`src/rtl/seg7_scan_mux.sv`:
```
// Time-multiplexed hex driver for a common-anode 7-segment display.
// The slow scan signal is only edge-detected as an enable; everything runs on clk.
module seg7_scan_mux #(
   parameter int NUM_DIGITS = 8,
   parameter int IDX_W      = 3
) (
   input  logic                    clk,
   input  logic                    rst,
   input  logic                    scan_in,
   input  logic [4*NUM_DIGITS-1:0] value,
   input  logic [NUM_DIGITS-1:0]   dp_in,
   input  logic [NUM_DIGITS-1:0]   digit_en,
   input  logic                    lzb,
   output logic [NUM_DIGITS-1:0]   an,
   output logic [6:0]              seg,
   output logic                    dp,
   output logic                    frame
);

   localparam logic [IDX_W-1:0] LAST_IDX = IDX_W'(NUM_DIGITS - 1);

   logic                    scan_q, scan_d;
   logic [IDX_W-1:0]        idx_q, idx_d;
   logic                    valid_q, valid_d;
   logic [4*NUM_DIGITS-1:0] shadow_val_q, shadow_val_d;
   logic [NUM_DIGITS-1:0]   shadow_dp_q, shadow_dp_d;
   logic [NUM_DIGITS-1:0]   shadow_en_q, shadow_en_d;
   logic [NUM_DIGITS-1:0]   an_q, an_d;
   logic [6:0]              seg_q, seg_d;
   logic                    dp_q, dp_d;
   logic                    frame_q, frame_d;

   logic                    step;
   logic                    load;
   logic [3:0]              nibble;
   logic [NUM_DIGITS-1:0]   nibble_zero;
   logic [NUM_DIGITS-1:0]   upper_mask;
   logic                    zero_blank;
   logic                    blank;

   // Active-high segment pattern, bit order gfedcba.
   function automatic logic [6:0] seg_pattern(input logic [3:0] n);
      logic [6:0] p;
      case (n)
         4'h0: p = 7'h3F;
         4'h1: p = 7'h06;
         4'h2: p = 7'h5B;
         4'h3: p = 7'h4F;
         4'h4: p = 7'h66;
         4'h5: p = 7'h6D;
         4'h6: p = 7'h7D;
         4'h7: p = 7'h07;
         4'h8: p = 7'h7F;
         4'h9: p = 7'h6F;
         4'hA: p = 7'h77;
         4'hB: p = 7'h7C;
         4'hC: p = 7'h39;
         4'hD: p = 7'h5E;
         4'hE: p = 7'h79;
         default: p = 7'h71;
      endcase
      return p;
   endfunction

   // Scan sequencing: a frame reloads the shadow on the first step and on each wrap.
   always_comb begin
      step         = scan_in & ~scan_q;
      load         = step & (~valid_q | (idx_q == LAST_IDX));
      scan_d       = scan_in;
      idx_d        = idx_q;
      valid_d      = valid_q;
      shadow_val_d = shadow_val_q;
      shadow_dp_d  = shadow_dp_q;
      shadow_en_d  = shadow_en_q;
      frame_d      = load;
      if (step) begin
         valid_d = 1'b1;
         idx_d   = load ? '0 : idx_q + 1'b1;
      end
      if (load) begin
         shadow_val_d = value;
         shadow_dp_d  = dp_in;
         shadow_en_d  = digit_en;
      end
   end

   // A digit is zero-blanked when every nibble from idx upward is zero;
   // bits below idx are forced to 1 in the comparison via the mask.
   always_comb begin
      for (int unsigned k = 0; k < NUM_DIGITS; k++) begin
         nibble_zero[k] = (shadow_val_q[4*k +: 4] == 4'h0);
      end
      upper_mask = {NUM_DIGITS{1'b1}} << idx_q;
      nibble     = shadow_val_q[4*idx_q +: 4];
      zero_blank = lzb && (idx_q != '0) && ((nibble_zero | ~upper_mask) == {NUM_DIGITS{1'b1}});
      blank      = ~valid_q | ~shadow_en_q[idx_q] | zero_blank;
      an_d       = '1;
      seg_d      = 7'h7F;
      dp_d       = 1'b1;
      if (!blank) begin
         an_d[idx_q] = 1'b0;
         seg_d       = ~seg_pattern(nibble);
         dp_d        = ~shadow_dp_q[idx_q];
      end
   end

   always_ff @(posedge clk) begin
      if (!rst) begin
         scan_q       <= 1'b0;
         idx_q        <= '0;
         valid_q      <= 1'b0;
         shadow_val_q <= '0;
         shadow_dp_q  <= '0;
         shadow_en_q  <= '0;
         an_q         <= '1;
         seg_q        <= 7'h7F;
         dp_q         <= 1'b1;
         frame_q      <= 1'b0;
      end else begin
         scan_q       <= scan_d;
         idx_q        <= idx_d;
         valid_q      <= valid_d;
         shadow_val_q <= shadow_val_d;
         shadow_dp_q  <= shadow_dp_d;
         shadow_en_q  <= shadow_en_d;
         an_q         <= an_d;
         seg_q        <= seg_d;
         dp_q         <= dp_d;
         frame_q      <= frame_d;
      end
   end

   assign an    = an_q;
   assign seg   = seg_q;
   assign dp    = dp_q;
   assign frame = frame_q;

endmodule
```
`config.mk`:
```
export PLATFORM = sky130hd
export DESIGN_NAME = seg7_scan_mux
export DESIGN_NICKNAME = d
export VERILOG_FILES = /design/src/rtl/seg7_scan_mux.sv
export SDC_FILE = /design/constraint.sdc
export NUM_CORES = 1
export LEC_CHECK = 0
export ABC_AREA = 1
export BUFFER_PORTS_ARGS = -buffer_cell sky130_fd_sc_hd__buf_2
export CORE_ASPECT_RATIO = 1.75
export CORE_MARGIN = 4
export CORE_UTILIZATION = 45
export DETAILED_ROUTE_END_ITERATION = 10
export GPL_TIMING_DRIVEN = 1
export PLACE_DENSITY = 0.76
export SYNTH_ARGS = -nofsm -noshare
export SYNTH_HDL_FRONTEND = slang
export SYNTH_SLANG_ARGS = --single-unit
```
`constraint.sdc`:
```
create_clock -name clk -period 3.1 [get_ports clk]
set_input_delay 0.31 -clock clk [delete_from_list [all_inputs] [get_ports clk]]
set_output_delay 0.31 -clock clk [all_outputs]
set_load 0.05 [all_outputs]
```
### After elaboration in Yosys (flattened, before gate mapping)

Memory sizes are Yosys's and may differ from the RTL's.
Index checks and enable logic that the tools add are counted.

* logic and storage cells: 53
* output and inout port bits: 17
* latch bits: 0
* bits in registers: 70
* ROM bits: 112
* memories: 1
* input bits: 52
* memory bits (writable): 0

Memories
* (name not given): words 16, bits a word 7, read ports 1, clocked after memory_dff 0, write ports 0, line 44 `case (n)`

* bitwise operators: 14
* equal/unequal tests: 2
* shift-type cells: 2
* multiply operators: 0
* order comparisons: 2
* divide/modulo/power cells: 0
* add/sub/neg operators: 1
* mux-type cells: 8
* reduce and logical (&&, ||, !) cells: 13

Operators by type and width (number)
* 4-bit logical NOT: 8
* 32-bit by 6-bit indexed part select with 4-bit output: 1
* 8-bit NOT: 2
* 8-bit equality test, second input constant: 1
* 8-bit OR: 1
* 8-bit by 3-bit << shifter with 8-bit output, first input constant: 1
* 7-bit 2-to-1 mux: 1
* 7-bit NOT: 1
* 1-bit binary-select mux with 3-bit select: 2
* 1-bit NOT: 5
* 3-bit by 4-bit less-than comparator with 1-bit output, second input constant: 1
* 3-bit by 1-bit adder with 3-bit output, second input constant: 1
* 1-bit demux with 3-bit select: 1
* 3-bit equality test, second input constant: 1
* 3-bit by 1-bit >= comparator with 1-bit output, second input constant: 1
* 1-bit logical AND: 3
* 1-bit 2-to-1 mux: 3
* 3-bit 2-to-1 mux: 1
* 1-bit OR: 3
* 3-bit nonzero test: 1
* 1-bit bitwise AND: 2
* 2-bit OR reduction: 1

### Longest topological paths before layout

Gate-level depths: netlist of run 1.

* word-level depth: 8
* depth in mapped cells: 15
* mapped depth without buffers: 14

### Worst setup path after synthesis of run 1

OpenSTA, ideal clock, no wires.

* kind: register -> register
* start point: reg idx_q[0]
* end point: reg seg_q[1] (netlist: seg[1])
* path buffers: 2
* cell stages (with the launch flop): 13
* setup time: 114 ps
* path slack: 1304 ps
* data arrival time: 1681 ps
* required time: 2986 ps
* period minus slack after synthesis: 1796 ps
* cell sequence: dfxtp_1 -> buf_2 -> buf_4 -> nand3_1 -> nand2_1 -> nor2_1 -> nand2_1 -> inv_1 -> ha_1 -> o21ai_0 -> nor2_1 -> nor2_1 -> nand2_1

* cells in the longest elaborated chain, start to end: 7
* elaborated cells on any way between the ends: 17
* classes of those cells: 1 x eq/ne; 2 x shift; 3 x mux; 6 x bitwise; 4 x reduce/logical; 1 x memory

RTL lines
* start: declaration: line 23 `logic [IDX_W-1:0] idx_q, idx_d;`
* start signal: assignment: line 121 `idx_q <= idx_d;`
* parallel branches: the longest is 7 deep, another holds memory read 16 x 7 bit
* end signal: assignment: line 127 `seg_q <= seg_d;`
* end: declaration: line 29 `logic [6:0] seg_q, seg_d;`

Parallel ways; which one is timed is not known. The select of a mux whose other input is x is not followed.
A chain may end at the register's enable or synchronous reset.

### Worst setup path after layout of run 1

Ends and elaborated chain as after synthesis.

==> results.cfg, run 1 <==
[status]
status = finished clean

[final_layout]
drive_gt1_share_pct = 20.77
finish.net_count = 626
final_cell_area_sq_um = 4039
synthToLayoutAreaGrowth_pct = 19.60
n_antenna_cell = 0

[drt]
wl_per_cell_um = 13.66
via_per_inst = 5.131
via_count = 3356
initialDrtViolationCount = 188
drt_pass1_iterations = 4
drt-total-wl_um = 8932
ant_nets = 0
post-route-drc-count = 0

[clock_tree]
clock_latency_ns = 0.34
cts_buffers = 9
cts.path.max_buffers = 2
postCtsResizedCells = 0
ctsHoldBuffers = 0
h-tree-depth = 3
root_buffer = clkbuf_16
cts_tree = done
postCtsSetupBuffers = 0
path_clk_slew_ns = 0.06
cts_sinks = 70

[setup_path]
cpMostUsedCell = nand2_1
critical_path_depth = 13
critPathLaunchType = register
r2r_slack_ns = 0.60
critPathBufInv = 2
critPathMaxFanout = 19
path_class = reg2reg
rr_worst_depth = 13
cp_cell_sequence = buf_4, nand2_1, nand2_1, nand2_1, nand2_1, nand2_1, nand2_1, inv_1, ha_1, o21ai_0, nor2_1, nor2_1, nand2_1
max_stage_delay_ns = 0.64
crit_family = simple AND/OR/NAND/NOR gates
cp.arrival_ns = 2.73
end_kind = register
cp.required_ns = 3.33
cp_slowest_cell = dfxtp_1

[logic_synthesis]
yosysTopAreaCell = dfxtp_1
avgSynthCellArea_sq_um = 6.754
synth_common_cells = nand2_1 (137), nor2_1 (89), dfxtp_1 (70)
netlist_area_sq_um = 3377
ys_async_sr_fraction_pct = 0
yosysSeqAreaShare_pct = 41.50
synth.area.top_cells = dfxtp_1 (41%), nand2_1 (15%), nor2_1 (9.9%), o21ai_0 (6.1%), nand3_1 (4.1%)
yosysUniqueCellTypes = 25
syn-instance-count = 500
synth_ff_type = dfxtp_1
synth_top_area_share_pct = 41.50
yosysWarnings = 0
postSynthNetCount = 562
ys_seq_elements = 70
synth_edf_count = 0
yosysMostFrequentCell = nand2_1

[power_and_ir_drop]
p_comb_share_pct = 15.0
power_frac_clock_pct = 42.8
switching_share_pct = 27.40
p_int_mw = 1.722
peakVddDrop_uv = 342.0
seqPwrFrac_pct = 42.2
powerDensity_nw_per_um2 = 587.4
p_sw_mw = 0.6500
leakagePower_nw = 1.960

[sta]
finalClockSkew_ns = 0.005373
rsz0062_at_grt = no
tightest_slew_ns = 0.6365
layout_min_cycle_time_ns = 2.502
min_period_over_period_pct = 80.72
holdWs_ns = 0.1908
max_slew_margin_pct = 57.50
finalMaxSlewViolations = 0
fin_setup_tns_ns = 0
setup_violations = 0
final_hold_viol_count = 0
fmaxAchievable_ghz = 0.3996

[place]
dp_hpwl_um = 6491
postPlaceCellArea_sq_um = 3749
numPortBuffers = 68
gp_congestion = 0.8939

[grt]
grt_pass1_vias = 3293
grt_max_degree = 51
gr-total-overflow = 0
antenna_found_initial = 0
gr-usage-all-layers_pct = 20.81
grt_pass1_wl_um = 14390

[die]
row_count = 41
die_area_sq_um = 9009
core_area_sq_um = 7284
start_util_pct = 46.36
io_pins = 69
die_x_um = 73.49
die_height_um = 122.6

[min_path]
holdPathStages = 3
worst_hold_path_type = in2reg

[run]
cap_violations = 0
layer usage:
layer	track usage [%]	part of all wire, %
met2	36.33	52
met1	21.66	38
met4	13.27	5.1
met3	4.754	4.8
met5	0	0
layout make-up:
type / count / area, sq um
clock buffer: 11 / 242.7
clock inverter: 4 / 47.55
fill: 717 / 3246
inverter: 44 / 165.2
multi-input combinational: 363 / 1674
sequential: 70 / 1401
tap: 86 / 107.6
timing repair buffer: 76 / 400.4
state kept, by name, summed over array words and instances (netlist names):
register      cells
scan_q            1
frame             1
dp                1
shadow_en_q       8
shadow_dp_q       8
idx_q             3
shadow_val_q     32
an                8
seg               7
valid_q           1
layout by cell type, fill, tap and decap left out, drive strengths merged, types with 2 or more instances in the layout:
| cell type | synthesis | layout |
|---|---|---|
| nor4 | 2 | 2 |
| inv | 44 | 44 |
| clkbuf | 7 | 11 |
| nand3 | 31 | 31 |
| clkinv | 0 | 2 |
| buf | 16 | 76 |
| o21ai | 51 | 51 |
| nand2 | 144 | 144 |
| ha | 10 | 10 |
| nor2 | 98 | 98 |
| dfxtp | 70 | 70 |
| a21oi | 22 | 22 |
power by group through the flow:
| stage | Sequential, mW | Combinational [mW] | Clock [mW] |
|---|---|---|---|
| 2_1_floorplan | 1.02 | 0.246 | 0 |
| 3_3_place_gp | 1.02 | 0.347 | 0 |
| 3_5_place_dp | 1.02 | 0.355 | 0 |
| 4_1_cts | 1.00 | 0.357 | 1.02 |
| 5_1_grt | 1.01 | 0.410 | 1.06 |
| 6_report | 1.00 | 0.356 | 1.01 |
worst min-delay path, cell delays in order:
cell	delay (ns)
buf_2	0.10
nand2_1	0.05
inv_1	0.04
metrics by stage:
| stage | cells | setup WS (ns) | power (mW) | utilization, % |
|---|---|---|---|---|
| 6_report | 654 | 0.5978 | 2.372 | 55.44 |
| 3_3_place_gp | 639 | 0.7322 | 1.364 | 51.46 |
| 3_5_place_dp | 639 | 0.6642 | 1.374 | 51.46 |
| 4_1_cts | 654 | 0.6396 | 2.379 | 55.44 |
| 2_1_floorplan | 500 | 1.304 | 1.263 | - |
| 5_1_grt | 654 | 0.4070 | 2.478 | 55.44 |
path summary, 6_finish.rpt:
path | from | end
worst min-delay path | scan_in | scan_q$_SDFF_PN0_
worst min register to register | shadow_dp_q[5]$_SDFFE_PN0P_ | shadow_dp_q[5]$_SDFFE_PN0P_
worst max register to register | idx_q[0]$_SDFFE_PN0P_ | seg[1]$_SDFF_PP1_
worst max-delay path | idx_q[0]$_SDFFE_PN0P_ | seg[1]$_SDFF_PP1_
cell families after synthesis:
kind of cell,Yosys count,synth area share [%]
AOI/OAI and AO/OA,76,11.45
adders and majority gates,10,3.705
buffers and inverters,67,8.929
DFF,70,41.50
and+or+nand+nor,277,34.42
Note: power is estimated with default switching activity, not from simulation.
==> run 2, diff against run 1 <==
clock period = 2.6 ns   (was 3.1 ns; I/O delays follow)
==> results.cfg, run 2 (synthesis gave the netlist of run 1 again) <==
[status]
status = finished clean

[drt]
post-route-drc-count = 0
via_count = 3256
via_per_inst = 4.979
drt-total-wl_um = 8836
ant_nets = 0
drt_pass1_iterations = 6
initialDrtViolationCount = 160
wl_per_cell_um = 13.51

[clock_tree]
cts_sinks = 70
postCtsResizedCells = 0
clock_latency_ns = 0.34
h-tree-depth = 3
postCtsSetupBuffers = 0
path_clk_slew_ns = 0.05
ctsHoldBuffers = 0
cts_buffers = 9
cts.path.max_buffers = 2
cts_tree = done
root_buffer = clkbuf_16

[die]
die_area_sq_um = 9009
start_util_pct = 46.36
io_pins = 69
core_area_sq_um = 7284
die_height_um = 122.6
row_count = 41
die_x_um = 73.49

[min_path]
worst_hold_path_type = in2reg

[sta]
final_hold_viol_count = 0
holdWs_ns = 0.1408
fmaxAchievable_ghz = 0.4393
max_slew_margin_pct = 65.27
tightest_slew_ns = 0.5202
layout_setup_ws_ns = 0.3235
setup_violations = 0
layout_min_cycle_time_ns = 2.276
finalMaxSlewViolations = 0
finalClockSkew_ns = 0.004854
fin_setup_tns_ns = 0
min_period_over_period_pct = 87.56
rsz0062_at_grt = no

[final_layout]
final_cell_mix = nand2_1 (137), nor2_1 (89), dfxtp_1 (70)
postLayoutCoreUtil_pct = 55.48
final_cell_area_sq_um = 4041
synthToLayoutAreaGrowth_pct = 19.67
final_cells = 654
final_common_cell = nand2_1
finish.net_count = 625
n_antenna_cell = 0
drive_gt1_share_pct = 20.77
top_register = shadow_val_q
largest_reg_flops = 32

[setup_path]
cp_cell_sequence = inv_2, nor2_2, nand2_1, nor2_1, nor2_1, nand2_1, inv_1, ha_1, o21ai_0, nor2_1, nor2_1, nand2_1
critPathMaxFanout = 12
critPathBufInv = 2
critPathLaunchType = register
cp_slowest_cell = dfxtp_1
cp.arrival_ns = 2.50
path_class = reg2reg
end_kind = register
crit_family = simple AND/OR/NAND/NOR gates
max_stage_delay_ns = 0.64
cp.required_ns = 2.83
cpMostUsedCell = nor2_1

[power_and_ir_drop]
p_sw_mw = 0.7710
leakagePower_nw = 1.963
seqPwrFrac_pct = 42.7
p_int_mw = 2.014
peakVddDrop_uv = 392.9
power_frac_clock_pct = 41.8
power_mw = 2.785
p_comb_share_pct = 15.5
powerDensity_nw_per_um2 = 689.2
switching_share_pct = 27.68

[grt]
gr-total-overflow = 0
gr-usage-all-layers_pct = 21.20
grt_pass1_wl_um = 14570
grt_max_degree = 69
antenna_found_initial = 0
grt_pass1_vias = 3269

[place]
dp_hpwl_um = 6520
numPortBuffers = 68
dpl_worst_slack_ns = 0.3699
dp.cells = 638
postPlaceCellArea_sq_um = 3754
gp_congestion = 0.9305

[run]
cap_violations = 0
run 2: cell types whose count changed in the layout (fill, tap and decap cells not counted):
cell,before,now
buf_4,8,6
buf_12,0,1
bufinv_16,1,0
clkbuf_8,1,3
run 2: path summary, 6_finish.rpt:
path	endpoint	cells past startpoint	slack (ns)	from
setup / recovery	seg[1]$_SDFF_PP1_	12	0.32	idx_q[2]$_SDFFE_PN0P_
setup reg to reg	seg[1]$_SDFF_PP1_	12	0.32	idx_q[2]$_SDFFE_PN0P_
hold / removal	scan_q$_SDFF_PN0_	3	0.14	scan_in
hold reg to reg	shadow_dp_q[5]$_SDFFE_PN0P_	2	0.47	shadow_dp_q[5]$_SDFFE_PN0P_
run 2: metal layers:
| layer | track usage, % | vias to the layer above | share of wire [%] |
|---|---|---|---|
| li1 | - | 1695 | - |
| met1 | 22.11 | 1452 | 38 |
| met2 | 36.94 | 85 | 53 |
| met3 | 5.082 | 24 | 4.1 |
| met4 | 13.27 | 0 | 4.5 |
| met5 | 0 | - | 0 |
run 2: final cells by class:
class | instances | area (sq um)
multi-input combinational | 363 | 1674
clock buffer | 13 | 270.3
inverter | 44 | 165.2
clock inverter | 3 | 17.52
fill | 751 | 3243
timing repair buffer | 75 | 405.4
tap | 86 | 107.6
sequential | 70 | 1401
run 2: power groups by stage:
stage               clock (mW)  combinational [mW]  sequential, mW
floorplan                    0               0.294            1.21
global placement             0               0.425            1.21
detailed placement           0               0.432            1.21
CTS                       1.17               0.435            1.19
global route              1.22               0.497            1.20
finish                    1.16               0.432            1.19
run 2: tightest hold or removal path: cells and delay by family:
family | cells | cell delay [ns]
buf+inv | 2 | 0.14
simple gates | 1 | 0.05
==> run 3, diff against run 2 <==
ABC_AREA = unset   (was 1)
==> results.cfg, run 3 <==
[clock_tree]
cts_tree = done
h-tree-depth = 3
postCtsSetupBuffers = 0
cts_buffers = 9
ctsHoldBuffers = 0
postCtsResizedCells = 0
cts_sinks = 70
root_buffer = clkbuf_16
cts.path.max_buffers = 2
path_clk_slew_ns = 0.05
clock_latency_ns = 0.33

[die]
die_height_um = 120.8
row_count = 40
die_x_um = 72.46
start_util_pct = 47.03
die_area_sq_um = 8753
core_area_sq_um = 6957
io_pins = 69

[drt]
initialDrtViolationCount = 159
ant_nets = 0
wl_per_cell_um = 14.60
post-route-drc-count = 0
via_count = 2651
drt_pass1_iterations = 4
via_per_inst = 5.198
drt-total-wl_um = 7448

[final_layout]
top_register = shadow_val_q
largest_reg_flops = 32
synthToLayoutAreaGrowth_pct = 20.57
final_cell_mix = nand2_1 (106), dfxtp_1 (70), buf_2 (68)
final_common_cell = nand2_1
n_antenna_cell = 0
final_cell_area_sq_um = 3945
n_fill_cell = 632
final_cells = 510
drive_gt1_share_pct = 24.88
finish.net_count = 484

[power_and_ir_drop]
peakVddDrop_uv = 369.2
switching_share_pct = 24.02
power_frac_clock_pct = 42.0
seqPwrFrac_pct = 46.6
p_int_mw = 1.887
leakagePower_nw = 1.545
powerDensity_nw_per_um2 = 629.6
p_comb_share_pct = 11.4
p_sw_mw = 0.5965

[sta]
max_slew_margin_pct = 65.55
min_period_over_period_pct = 89.45
final_hold_viol_count = 0
fmaxAchievable_ghz = 0.4300
layout_min_cycle_time_ns = 2.326
setup_violations = 0
finalMaxSlewViolations = 0
fin_setup_tns_ns = 0
holdWs_ns = 0.1627
finalClockSkew_ns = 0.004562
rsz0062_at_grt = no
tightest_slew_ns = 0.5145
layout_setup_ws_ns = 0.2743

[logic_synthesis]
yosysTopAreaCell = dfxtp_1
syn-instance-count = 359
avgSynthCellArea_sq_um = 9.114
yosysMostFrequentCell = nand2_1
netlist_area_sq_um = 3272
synth_ff_type = dfxtp_1
yosysWarnings = 0
synth_common_cells = nand2_1 (106), dfxtp_1 (70), a21boi_0 (48)
yosysUniqueCellTypes = 50
ys_seq_elements = 70
synth_top_area_share_pct = 42.83
yosysSeqAreaShare_pct = 42.83
synth.area.top_cells = dfxtp_1 (43%), nand2_1 (12%), a21boi_0 (11%), ha_1 (3.8%), mux4_1 (3.2%)
synth_edf_count = 0
postSynthNetCount = 421
ys_async_sr_fraction_pct = 0

[setup_path]
cp_cell_sequence = buf_12, mux4_2, mux2i_4, inv_1, ha_1, or2_1, a21oi_2, o31ai_2
crit_family = multiplexers
rr_startpoint = idx_q[0]$_SDFFE_PN0P_
max_stage_delay_ns = 0.55
cp_slowest_cell = mux4_2
path_class = reg2reg
critPathMaxFanout = 21
cp.required_ns = 2.81
crit_start = idx_q[0]$_SDFFE_PN0P_
critPathLaunchType = register
critPathBufInv = 2
end_kind = register
cp.arrival_ns = 2.54

[min_path]
worst_hold_path_type = in2reg
hold_path_startpoint = scan_in

[grt]
gr-total-overflow = 0
gr-usage-all-layers_pct = 18.35
antenna_found_initial = 0
top_usage_layer = met2
gr-usage-met3_pct = 3.993
gr-usage-met2_pct = 32.71
grt_pass1_wl_um = 12340
grt_max_degree = 55
use_met1_pct = 18.34
grt_pass1_vias = 2714

[place]
dpl_worst_slack_ns = 0.2714
dp_hpwl_um = 5648
numPortBuffers = 68
gp_congestion = 0.9211
dp.cells = 495
postPlaceCellArea_sq_um = 3695

[status]
status = finished clean

[run]
cap_violations = 0
==> run 3: cell count changes in the layout (fill, tap and decap cells not counted), sizes merged, moves of 17 or more <==
| cell | delta |
|---|---|
| nand3 | -24 |
| nand2 | -38 |
| a21oi | -17 |
| a21boi | +48 |
| inv | -38 |
| o21ai | -48 |
| nor2 | -92 |
==> run 3: logic make-up (layout without fill, tap and decap cells) <==
family | Yosys count | in the layout | synth area share (%)
AOI/OAI and AO/OA | 78 | 78 | 18.78
adders and majority gates | 10 | 10 | 3.824
buffers and inverters | 32 | 99 | 4.704
DFF | 70 | 70 | 42.83
muxes | 17 | 17 | 9.331
and+or+nand+nor | 152 | 152 | 20.54
==> run 3: power groups by stage <==
stage          combinational [mW]  sequential, mW  clock, mW
2_1_floorplan               0.190            1.17          0
3_3_place_gp                0.278            1.18          0
3_5_place_dp                0.287            1.18          0
4_1_cts                     0.288            1.16       1.06
5_1_grt                     0.319            1.16       1.11
6_report                    0.283            1.16       1.04
==> run 3: cell type report <==
class                   count  area (sq um)  share of cell area [%]
multi-input cells         257          1717                   43.51
flip-flops and latches     70          1401                   35.52
repair buffers             77         445.4                   11.29
clock buffers              13         240.2                   6.089
well taps                  84         105.1                   2.664
inverters                   7         26.28                  0.6660
clock inverters             2         10.01                  0.2537
==> run 3: path summary, 6_finish.rpt <==
| path | cells after the start | slack [ns] | endpoint |
|---|---|---|---|
| max | 8 | 0.27 | seg[3]$_SDFF_PP1_ |
| min | 2 | 0.16 | scan_q$_SDFF_PN0_ |
| max reg2reg | 8 | 0.27 | seg[3]$_SDFF_PP1_ |
| min reg2reg | 1 | 0.44 | an[3]$_SDFF_PP1_ |
==> run 3: per-stage QoR <==
| stage | total power, mW | util, % |
|---|---|---|
| after CTS | 2.507 | 56.71 |
| after global placement | 1.456 | 53.11 |
| after global routing | 2.586 | 56.71 |
| final | 2.484 | 56.71 |
| after detailed placement | 1.466 | 53.11 |
| after floorplan | 1.363 | - |
==> run 3: metal layers <==
metal  share of wire, %  routed length [um]  vias to the layer above
li1                   -                   -                     1364
met1                 37                2739                     1185
met2                 54                4049                       74
met3                4.4                 326                       28
met4                4.5                 333                        0
met5                  0                   0                        -
